### src/rtl/prng_pkg.sv
// Shared types and helpers for the LFSR random-number bank and its arbiter.
// Latency: n/a (declarations only).
// Backpressure: n/a.
package prng_pkg;

  typedef enum logic [1:0] {
    UNSEEDED = 2'd0,
    WARMUP   = 2'd1,
    READY    = 2'd2
  } state_e;

  localparam int LANE_W    = 16;
  localparam int NUM_LANES = 4;

  typedef logic [LANE_W-1:0] lane_t;

  // An all-zero LFSR never leaves zero, so a zero seed slice loads this instead.
  localparam lane_t ZERO_SEED_SUB = 16'h0001;

  // One shift-left step of the 16-bit LFSR, taps 3/12/14/15.
  function automatic lane_t lfsr16_next(input lane_t s);
    return {s[14:0], s[3] ^ s[12] ^ s[14] ^ s[15]};
  endfunction

endpackage

### src/rtl/lfsr16_lane.sv
// One 16-bit LFSR lane register with load (zero-seed substitution) and step enable.
// Latency: load/step take effect at the next rising edge.
// Backpressure: none; load has priority over step.
module lfsr16_lane
  import prng_pkg::*;
(
  input  logic  clk,
  input  logic  reset,
  input  logic  load,
  input  lane_t load_val,
  input  logic  step,
  output lane_t lane_q
);

  lane_t lane_d;

  // Next lane value: load wins, otherwise step when enabled, otherwise hold.
  always_comb begin
    lane_d = lane_q;
    if (load) begin
      lane_d = (load_val == '0) ? ZERO_SEED_SUB : load_val;
    end else if (step) begin
      lane_d = lfsr16_next(lane_q);
    end
  end

  // Lane register; contents are lost on reset.
  always_ff @(posedge clk or posedge reset) begin
    if (reset) lane_q <= '0;
    else       lane_q <= lane_d;
  end

endmodule

### src/rtl/prng_arbiter.sv
// Round-robin arbiter handing out one 16-bit word per cycle from a rotating bank of four LFSR lanes.
// Latency: 1 cycle req->gnt/rnd_data; optional warm-up (macro PRNG_ARB_WARMUP_EN) of WARMUP_CYCLES after each load.
// Backpressure: none; requesters hold req until granted, at most one grant per cycle, worst-case wait NREQ cycles.
module prng_arbiter
  import prng_pkg::*;
#(
  parameter int NREQ          = 4,
  parameter int WARMUP_CYCLES = 16
) (
  input  logic            clk,
  input  logic            reset,
  input  logic            seed_load,
  input  logic [63:0]     seed,
  input  logic [NREQ-1:0] req,
  output logic [NREQ-1:0] gnt,
  output logic            rnd_valid,
  output logic [15:0]     rnd_data,
  output logic [1:0]      rnd_lane,
  output logic            seeded
);

  localparam int IW = (NREQ > 1) ? $clog2(NREQ) : 1;

  state_e            state_q, state_d;
  logic [1:0]        lane_ptr_q, lane_ptr_d;
  logic [IW-1:0]     last_grant_q, last_grant_d;
  logic [NREQ-1:0]   gnt_q, gnt_d;
  logic              rnd_valid_q, rnd_valid_d;
  lane_t             rnd_data_q, rnd_data_d;
  logic [1:0]        rnd_lane_q, rnd_lane_d;
  lane_t             lane_val [NUM_LANES];
  logic [NUM_LANES-1:0] lane_step;

  logic              win_found;
  logic [IW-1:0]     win_idx;
  logic [IW-1:0]     cand;
  int                idx;

`ifdef PRNG_ARB_WARMUP_EN
  logic [15:0]       warm_cnt_q, warm_cnt_d;
`else
  logic              unused_warmup;
  assign unused_warmup = (WARMUP_CYCLES != 0);
`endif

  generate
    for (genvar k = 0; k < NUM_LANES; k++) begin : g_lane
      lfsr16_lane u_lane (
        .clk      (clk),
        .reset    (reset),
        .load     (seed_load),
        .load_val (seed[16*k +: 16]),
        .step     (lane_step[k]),
        .lane_q   (lane_val[k])
      );
    end
  endgenerate

  // Round-robin search upward from the requester after the last winner, wrapping.
  always_comb begin
    win_found = 1'b0;
    win_idx   = last_grant_q;
    idx       = 0;
    cand      = '0;
    for (int i = 1; i <= NREQ; i++) begin
      idx = int'(last_grant_q) + i;
      if (idx >= NREQ) idx = idx - NREQ;
      cand = IW'(idx);
      if (!win_found && req[cand]) begin
        win_found = 1'b1;
        win_idx   = cand;
      end
    end
  end

  // Next state, lane stepping and registered grant outputs; seed_load overrides all.
  always_comb begin
    state_d      = state_q;
    lane_ptr_d   = lane_ptr_q;
    last_grant_d = last_grant_q;
    gnt_d        = '0;
    rnd_valid_d  = 1'b0;
    rnd_data_d   = rnd_data_q;
    rnd_lane_d   = rnd_lane_q;
    lane_step    = '0;
`ifdef PRNG_ARB_WARMUP_EN
    warm_cnt_d   = warm_cnt_q;
`endif
    if (seed_load) begin
      lane_ptr_d   = '0;
      last_grant_d = IW'(NREQ - 1);
`ifdef PRNG_ARB_WARMUP_EN
      warm_cnt_d   = '0;
      state_d      = WARMUP;
`else
      state_d      = READY;
`endif
    end else begin
      case (state_q)
        UNSEEDED: ;
`ifdef PRNG_ARB_WARMUP_EN
        WARMUP: begin
          lane_step  = '1;
          warm_cnt_d = warm_cnt_q + 16'd1;
          if (warm_cnt_q == 16'(WARMUP_CYCLES - 1)) state_d = READY;
        end
`endif
        READY: begin
          if (win_found) begin
            gnt_d                 = {{(NREQ-1){1'b0}}, 1'b1} << win_idx;
            rnd_valid_d           = 1'b1;
            rnd_data_d            = lane_val[lane_ptr_q];
            rnd_lane_d            = lane_ptr_q;
            lane_step[lane_ptr_q] = 1'b1;
            lane_ptr_d            = lane_ptr_q + 2'd1;
            last_grant_d          = win_idx;
          end
        end
        default: state_d = UNSEEDED;
      endcase
    end
  end

  // Control and output registers.
  always_ff @(posedge clk or posedge reset) begin
    if (reset) begin
      state_q      <= UNSEEDED;
      lane_ptr_q   <= '0;
      last_grant_q <= IW'(NREQ - 1);
      gnt_q        <= '0;
      rnd_valid_q  <= 1'b0;
      rnd_data_q   <= '0;
      rnd_lane_q   <= '0;
`ifdef PRNG_ARB_WARMUP_EN
      warm_cnt_q   <= '0;
`endif
    end else begin
      state_q      <= state_d;
      lane_ptr_q   <= lane_ptr_d;
      last_grant_q <= last_grant_d;
      gnt_q        <= gnt_d;
      rnd_valid_q  <= rnd_valid_d;
      rnd_data_q   <= rnd_data_d;
      rnd_lane_q   <= rnd_lane_d;
`ifdef PRNG_ARB_WARMUP_EN
      warm_cnt_q   <= warm_cnt_d;
`endif
    end
  end

  assign gnt       = gnt_q;
  assign rnd_valid = rnd_valid_q;
  assign rnd_data  = rnd_data_q;
  assign rnd_lane  = rnd_lane_q;
  assign seeded    = (state_q == READY);

endmodule

### config.mk
export PLATFORM = sky130hd
export DESIGN_NAME = prng_arbiter
export DESIGN_NICKNAME = d
export VERILOG_FILES = /design/src/rtl/prng_pkg.sv /design/src/rtl/lfsr16_lane.sv /design/src/rtl/prng_arbiter.sv
export SDC_FILE = /design/constraint.sdc
export NUM_CORES = 1
export LEC_CHECK = 0
export CELL_PAD_IN_SITES_DETAIL_PLACEMENT = 2
export CELL_PAD_IN_SITES_GLOBAL_PLACEMENT = 2
export CORE_ASPECT_RATIO = 0.9
export CORE_MARGIN = 2
export CORE_UTILIZATION = 25
export CTS_BUF_LIST = sky130_fd_sc_hd__clkbuf_2 sky130_fd_sc_hd__clkbuf_4 sky130_fd_sc_hd__clkbuf_8
export DETAILED_ROUTE_END_ITERATION = 10
export GPL_ROUTABILITY_DRIVEN = 0
export PLACE_DENSITY = 0.71
export SYNTH_ARGS = -nofsm -noshare
export SYNTH_HDL_FRONTEND = slang
export SYNTH_HIERARCHICAL = 1
export SYNTH_SLANG_ARGS = --single-unit
### constraint.sdc
create_clock -name clk -period 2.5 [get_ports clk]
set_input_delay 0.375 -clock clk [delete_from_list [all_inputs] [get_ports clk]]
set_output_delay 0.375 -clock clk [all_outputs]
set_load 0.01 [all_outputs]
==> results of run 1 <==
[metrics by stage]
stage	hold WS [ps]	utilization (%)
after floorplan	289	-
after global placement	505	31.5
after detailed placement	512	31.5
after CTS	430	32.4
after global routing	448	32.4
final	451	32.4
[cells in the final DEF, fill, tap and decap left out, types with 2 or more instances in the layout]
cell type,instances
clkdlybuf4s50_1,93
dfrtp_1,90
nand2_1,66
mux2i_1,66
o21ai_0,60
mux4_2,16
mux2_4,13
nor4_1,12
buf_4,11
clkbuf_8,10
xnor2_1,9
nor2_1,8
inv_1,7
nor3_1,6
mux2_2,5
and2_1,4
ha_1,4
clkbuf_4,4
xor2_1,4
a41o_1,4
o21ai_1,4
nand2b_1,2
a21oi_1,2
nor3b_1,2
clkinv_2,2
dfstp_2,2
[logic make-up after synthesis]
family	Yosys count
XOR/XNOR	13
adder cells (fa/ha/maj)	4
AND/OR/NAND/NOR	105
buffers and inverters	34
flip-flops	92
multiplexers	100
AO/OA/AOI/OAI	74
[layer usage]
layer	track usage (%)	share of wire [%]	vias to the layer above
met5	0	0	-
met4	3.12	0.87	0
met3	2.82	3.6	10
met2	25.4	49	69
met1	20.3	46	1849
li1	-	-	1684
[worst min-delay path: stages]
cell,delay (ps)
buf_4,130
nor2_4,80
mux2_4,190
[power by group]
part / internal, mW / total, mW / switching, mW / leakage (nW)
combinational: 0.623 / 1.07 / 0.449 / 1.26
sequential: 1.70 / 1.92 / 0.221 / 1.12
clock: 0.431 / 0.946 / 0.515 / 0.0981
[worst max path at each step]
stage,startpoint,endpoint,depth (start not counted)
2_1_floorplan,req[1],g_lane[0].u_lane/lane_q[14],8
3_3_place_gp,req[1],g_lane[2].u_lane/lane_q[6],7
3_5_place_dp,req[1],g_lane[2].u_lane/lane_q[4],7
4_1_cts,req[3],g_lane[2].u_lane/lane_q[4],7
5_1_grt,req[3],g_lane[2].u_lane/lane_q[4],7
6_report,req[1],g_lane[2].u_lane/lane_q[4],7
[state kept, by name (all words and copies together), names as in the netlist]
name,count
rnd_valid,1
g_lane.u_lane/lane_q,64
state_q,1
rnd_lane,2
lane_ptr_q,2
last_grant_q,2
gnt,4
rnd_data,16
[cells in the mapped netlist, types with 4 or more instances]
cell type	n
a41o_1	4
and2_1	4
buf_6	6
buf_8	4
clkbuf_1	13
dfrtp_1	90
ha_1	4
inv_1	7
mux2_2	5
mux2_4	13
mux2i_1	66
mux4_2	16
nand2_1	66
nor2_1	8
nor3_1	6
nor4_1	12
o21ai_0	60
o21ai_1	4
xnor2_1	9
xor2_1	4
[layout make-up]
type	count	share of cell area (%)
Timing Repair Buffer	105	16.7
Multi-Input combinational cell	296	37.7
Clock buffer	14	2.71
Tap cell	250	5.06
Sequential cell	92	37.3
Clock inverter	2	0.162
Inverter	7	0.425
==> impl_metrics.yaml, run 1 <==
layout:
  seqCellArea_um2: 2300
  drive_gt1_share_pct: 13.2
  fin_area_um2: 6190
  n_antenna_cell: 0
  fill_cells: 2034
  multi_input_area_um2: 2330
  stdcell_count: 766
  final_nets: 586
  syn_to_final_growth_pct: 27.3
worst_setup_path:
  end_kind: "flip-flop"
  reg2reg_depth: 6
  r2r-start: "state_q[1]"
  path_buf_inv: 2
  slowest_delay_ps: 510
  slowest_stage: "clkdlybuf4s50_1"
  timing_worst_setup_path_type: "input port to flip-flop"
  path_cells: "clkdlybuf4s50_1, o41ai_4, nor2_4, and2_1, buf_4, mux2i_1, o21ai_0"
  start_kind: "input port"
  crit_path_max_fanout: 16
  r2r-end: "g_lane[2].u_lane/lane_q[4]"
  cpLargestDelayFamily: "buffers and inverters"
  required_ps: 2710
  rrSetupSlack_ps: 610
  cp.arrival_ps: 2300
sta:
  finalHoldViolCount: 0
  worstMarginPinSlew_ps: 638
  min_period_over_period_pct: 83.3
  setup_viol: 0
  layout_setup_ws_ps: 419
  rsz0062_at_grt: "false"
  period_needed_ps: 2080
  fin_skew_ps: 12.0
  slew_headroom_pct: 57.4
  timing.fmax_mhz: 480
  maxSlewViolCount: 0
  fin_setup_tns_ps: 0
synthesis:
  synth-compound-area-share_pct: 8.65
  synthAdderAreaFrac_pct: 1.03
  syn_nets: 497
  synth_area_um2: 4860
  synth_edf_count: 0
  synth_seq_cells: 92
  synth-simple-area-share_pct: 9.76
  yosys.cell_types.count: 36
  async_flop_share_pct: 100
  synth_mux_area_share_pct: 26.2
  synth_area_leader_cell: "dfrtp_1"
  synth_area_leaders: "dfrtp_1 (46%), mux2i_1 (14%), mux4_2 (7.4%)"
  synth_xor_area_share_pct: 2.34
  synthFlopType: "dfrtp_1"
  seq_area_frac_synth_pct: 47.4
  synth_top_family_by_area: "multiplexers"
  yosysWarnings: 6
  synth_top_area_share_pct: 46.3
  syn_avg_cell_area_um2: 11.5
  netlist_instances: 422
hold_path:
  hold_depth: 3
  hold_class: "input port to flip-flop"
  hold_end: "rnd_data[1]"
  hp-start: "seed_load"
floorplanning:
  die_w_um: 151
  rows: 48
  initial_core_util_pct: 25.4
  io_pins: 95
  core_area_um2: 19100
  chipHeight_um: 136
  die_area_um2: 20600
clock_tree:
  clock_sinks: 92
  clockBufferDepth: 2
  clkSlewWorstSetupHoldPaths_ps: 80
  cts-root-buf: "clkbuf_8"
  clkLatencyLatePin_ps: 380
  htree_levels: 3
  cts_setup_buffers: 0
  ctsHoldBuffers: 0
  cts_resized: 0
  cts_buffers: 9
  cts_tree: "done"
drt:
  vias_per_cell: 4.72
  ant_nets: 0
  wirelength_um: 14800
  drt_iter0_drc: 158
  wl_per_cell_um: 19.3
  route.detailed.drc: 0
  drt_first_pass_iters: 4
  vias: 3612
power_and_ir_drop:
  p_leak_nw: 2.48
  p_per_area_nw_per_um2: 637
  total_power_mw: 3.94
  peakVddDrop_v: 0.000203
placement:
  post-place-ws_ps: 42.4
  io_buffers: 94
  postPlaceCellArea_um2: 6010
  dp.cells: 750
  post-dp-hpwl_um: 11400
global_route:
  grt_pass1_wl_um: 23200
  grt_usage_pct: 15.1
  grt_pass1_vias: 4029
  grt.overflow.total: 0
  antenna_found_initial: 0
  grt_max_degree: 134
run_status:
  status: "complete, no violations"
job:
  cap_violations: 0
Power figures use the tool's default switching activity.
==> inputs of run 2 (changes only) <==
--- a/config.mk
+++ b/config.mk
@@ -13,7 +13,7 @@
 export CTS_BUF_LIST = sky130_fd_sc_hd__clkbuf_2 sky130_fd_sc_hd__clkbuf_4 sky130_fd_sc_hd__clkbuf_8
 export DETAILED_ROUTE_END_ITERATION = 10
 export GPL_ROUTABILITY_DRIVEN = 0
-export PLACE_DENSITY = 0.71
+export PLACE_DENSITY = 0.73
 export SYNTH_ARGS = -nofsm -noshare
 export SYNTH_HDL_FRONTEND = slang
 export SYNTH_HIERARCHICAL = 1
==> constraint.sdc (replaced) <==
create_clock -name clk -period 1.7 [get_ports clk]
set_input_delay 0.255 -clock clk [delete_from_list [all_inputs] [get_ports clk]]
set_output_delay 0.255 -clock clk [all_outputs]
set_load 0.01 [all_outputs]
==> impl_metrics.yaml, run 2 (synthesis gave the netlist of run 1 again) <==
drt:
  wl_per_cell_um: 19.5
  m1WireLength_um: 6910
  drt_first_pass_iters: 4
  route.detailed.drc: 0
  wirelength_um: 15200
  dr_wl_met3_um: 574
  vias: 3674
  drt_iter0_drc: 135
  route.met2.wl_um: 7460
  ant_nets: 0
  top_layer: "met4"
  vias_per_cell: 4.72
worst_setup_path:
  path_cells: "clkdlybuf4s50_1"
  cp.arrival_ps: 1350
  path_buf_inv: 1
  reg2reg_depth: 6
  slowest_delay_ps: 560
  end_kind: "primary output"
  slowest_stage: "clkdlybuf4s50_1"
  cpLargestDelayFamily: "buffers and inverters"
  startpoint: "state_q[1]"
  r2r-end: "g_lane[1].u_lane/lane_q[1]"
  start_kind: "flip-flop"
  timing_worst_setup_path_type: "flip-flop to primary output"
  crit_path_max_fanout: 3
  required_ps: 1440
  rrSetupSlack_ps: 100
  r2r-start: "state_q[1]"
layout:
  stdcell_count: 778
  drive_gt1_share_pct: 16.7
  n_antenna_cell: 0
  largest_register: "g_lane.u_lane/lane_q"
  final_common_cell: "clkdlybuf4s50_1"
  final_nets: 599
  seqCellArea_um2: 2310
  final_cell_mix: "clkdlybuf4s50_1 (90), dfrtp_1 (89), nand2_1 (66)"
  multi_input_area_um2: 2380
  syn_to_final_growth_pct: 31.1
  fill_cells: 2029
  largest_reg_flops: 64
job:
  cap_violations: 0
floorplanning:
  rows: 48
  die_area_um2: 20600
  io_pins: 95
  core_area_um2: 19100
  die_w_um: 151
  chipHeight_um: 136
  initial_core_util_pct: 25.4
placement:
  io_buffers: 94
  post-dp-hpwl_um: 11400
  dp.cells: 754
sta:
  min_period_over_period_pct: 94.3
  slew_headroom_pct: 63.4
  fin_skew_ps: 12.0
  maxSlewViolCount: 0
  timing.fmax_mhz: 624
  worstMarginPinSlew_ps: 548
  fin_setup_tns_ps: 0
  setup_viol: 0
  finalHoldViolCount: 0
  period_needed_ps: 1600
power_and_ir_drop:
  clockPowerShare_pct: 23.7
  switching_share_pct: 30.4
  power_switching_mw: 1.79
  p_leak_nw: 2.60
  p_per_area_nw_per_um2: 927
  seqPwrFrac_pct: 48.0
  p_int_mw: 4.11
  power.combinational.fraction_pct: 28.3
  peakVddDrop_v: 0.000318
global_route:
  antenna_found_initial: 0
  grt_pass1_vias: 4171
  grt_max_degree: 134
  grt.overflow.total: 0
  grt_usage_pct: 15.3
  grt_pass1_wl_um: 23700
clock_tree:
  cts_buffers: 9
  cts_tree: "done"
  clkSlewWorstSetupHoldPaths_ps: 90
  clock_sinks: 92
  clockBufferDepth: 2
  htree_levels: 3
  cts-root-buf: "clkbuf_8"
  clkLatencyLatePin_ps: 380
hold_path:
  hold_class: "input port to async pin"
run_status:
  status: "complete, no violations"
[run 2: worst max path at each step]
stage / slack [ps] / depth (start not counted) / end
3_5_place_dp: -380 / 6 / last_grant_q[1]
3_3_place_gp: -280 / 6 / last_grant_q[1]
6_report: 100 / 1 / seeded
5_1_grt: -20 / 6 / g_lane[3].u_lane/lane_q[15]
4_1_cts: 20 / 6 / last_grant_q[1]
2_1_floorplan: -50 / 8 / g_lane[0].u_lane/lane_q[14]
[run 2: worst reg2reg max path: stages (launching register included)]
cell     delay [ps]
dfrtp_1         420
o41ai_4         130
nor2_4          190
buf_6           150
and2_4          240
mux2i_2         250
o21ai_1          90
[run 2: power groups by stage]
| stage | registers, mW | clock network (mW) | logic (mW) |
|---|---|---|---|
| 4_1_cts | 2.84 | 1.45 | 1.65 |
| 5_1_grt | 2.88 | 1.53 | 1.82 |
| 2_1_floorplan | 2.78 | 0 | 0.915 |
| 6_report | 2.83 | 1.40 | 1.67 |
| 3_5_place_dp | 2.88 | 0 | 1.64 |
| 3_3_place_gp | 2.85 | 0 | 1.58 |
[run 2: per-stage QoR]
step | total power [mW] | setup WS (ps) | hold WS (ps) | util (%) | instance area (um^2)
after global routing | 6.22 | -17.3 | 348 | 33.4 | 6370
after detailed placement | 4.51 | -375 | 500 | 31.9 | 6090
final | 5.90 | 96.2 | 346 | 33.4 | 6370
after global placement | 4.43 | -280 | 511 | 31.9 | 6090
after floorplan | 3.70 | -53.2 | 169 | - | 4880
after CTS | 5.94 | 21.5 | 327 | 32.8 | 6260
[run 2: metal layers]
| metal | global-route usage [%] | vias to the layer above |
|---|---|---|
| met5 | 0 | - |
| met4 | 4.93 | 0 |
| met3 | 2.79 | 16 |
| met2 | 25.7 | 71 |
| met1 | 19.9 | 1877 |
| li1 | - | 1710 |
[run 2: layout make-up]
cell class	instances	area share (%)
multi-input cells	299	37.3
clock inverters	2	0.157
repair buffers	115	18.4
flip-flops and latches	92	36.2
clock buffers	13	2.61
inverters	7	0.412
well taps	250	4.91
[run 2: timing repair]
item                                    in CTS  in global routing
buffers inserted                             0                  6
hold endpoints to repair                     0                  0
endpoints found under the setup margin       0                 46
hold buffers                                 0                  0
gates resized for setup                      0                 15
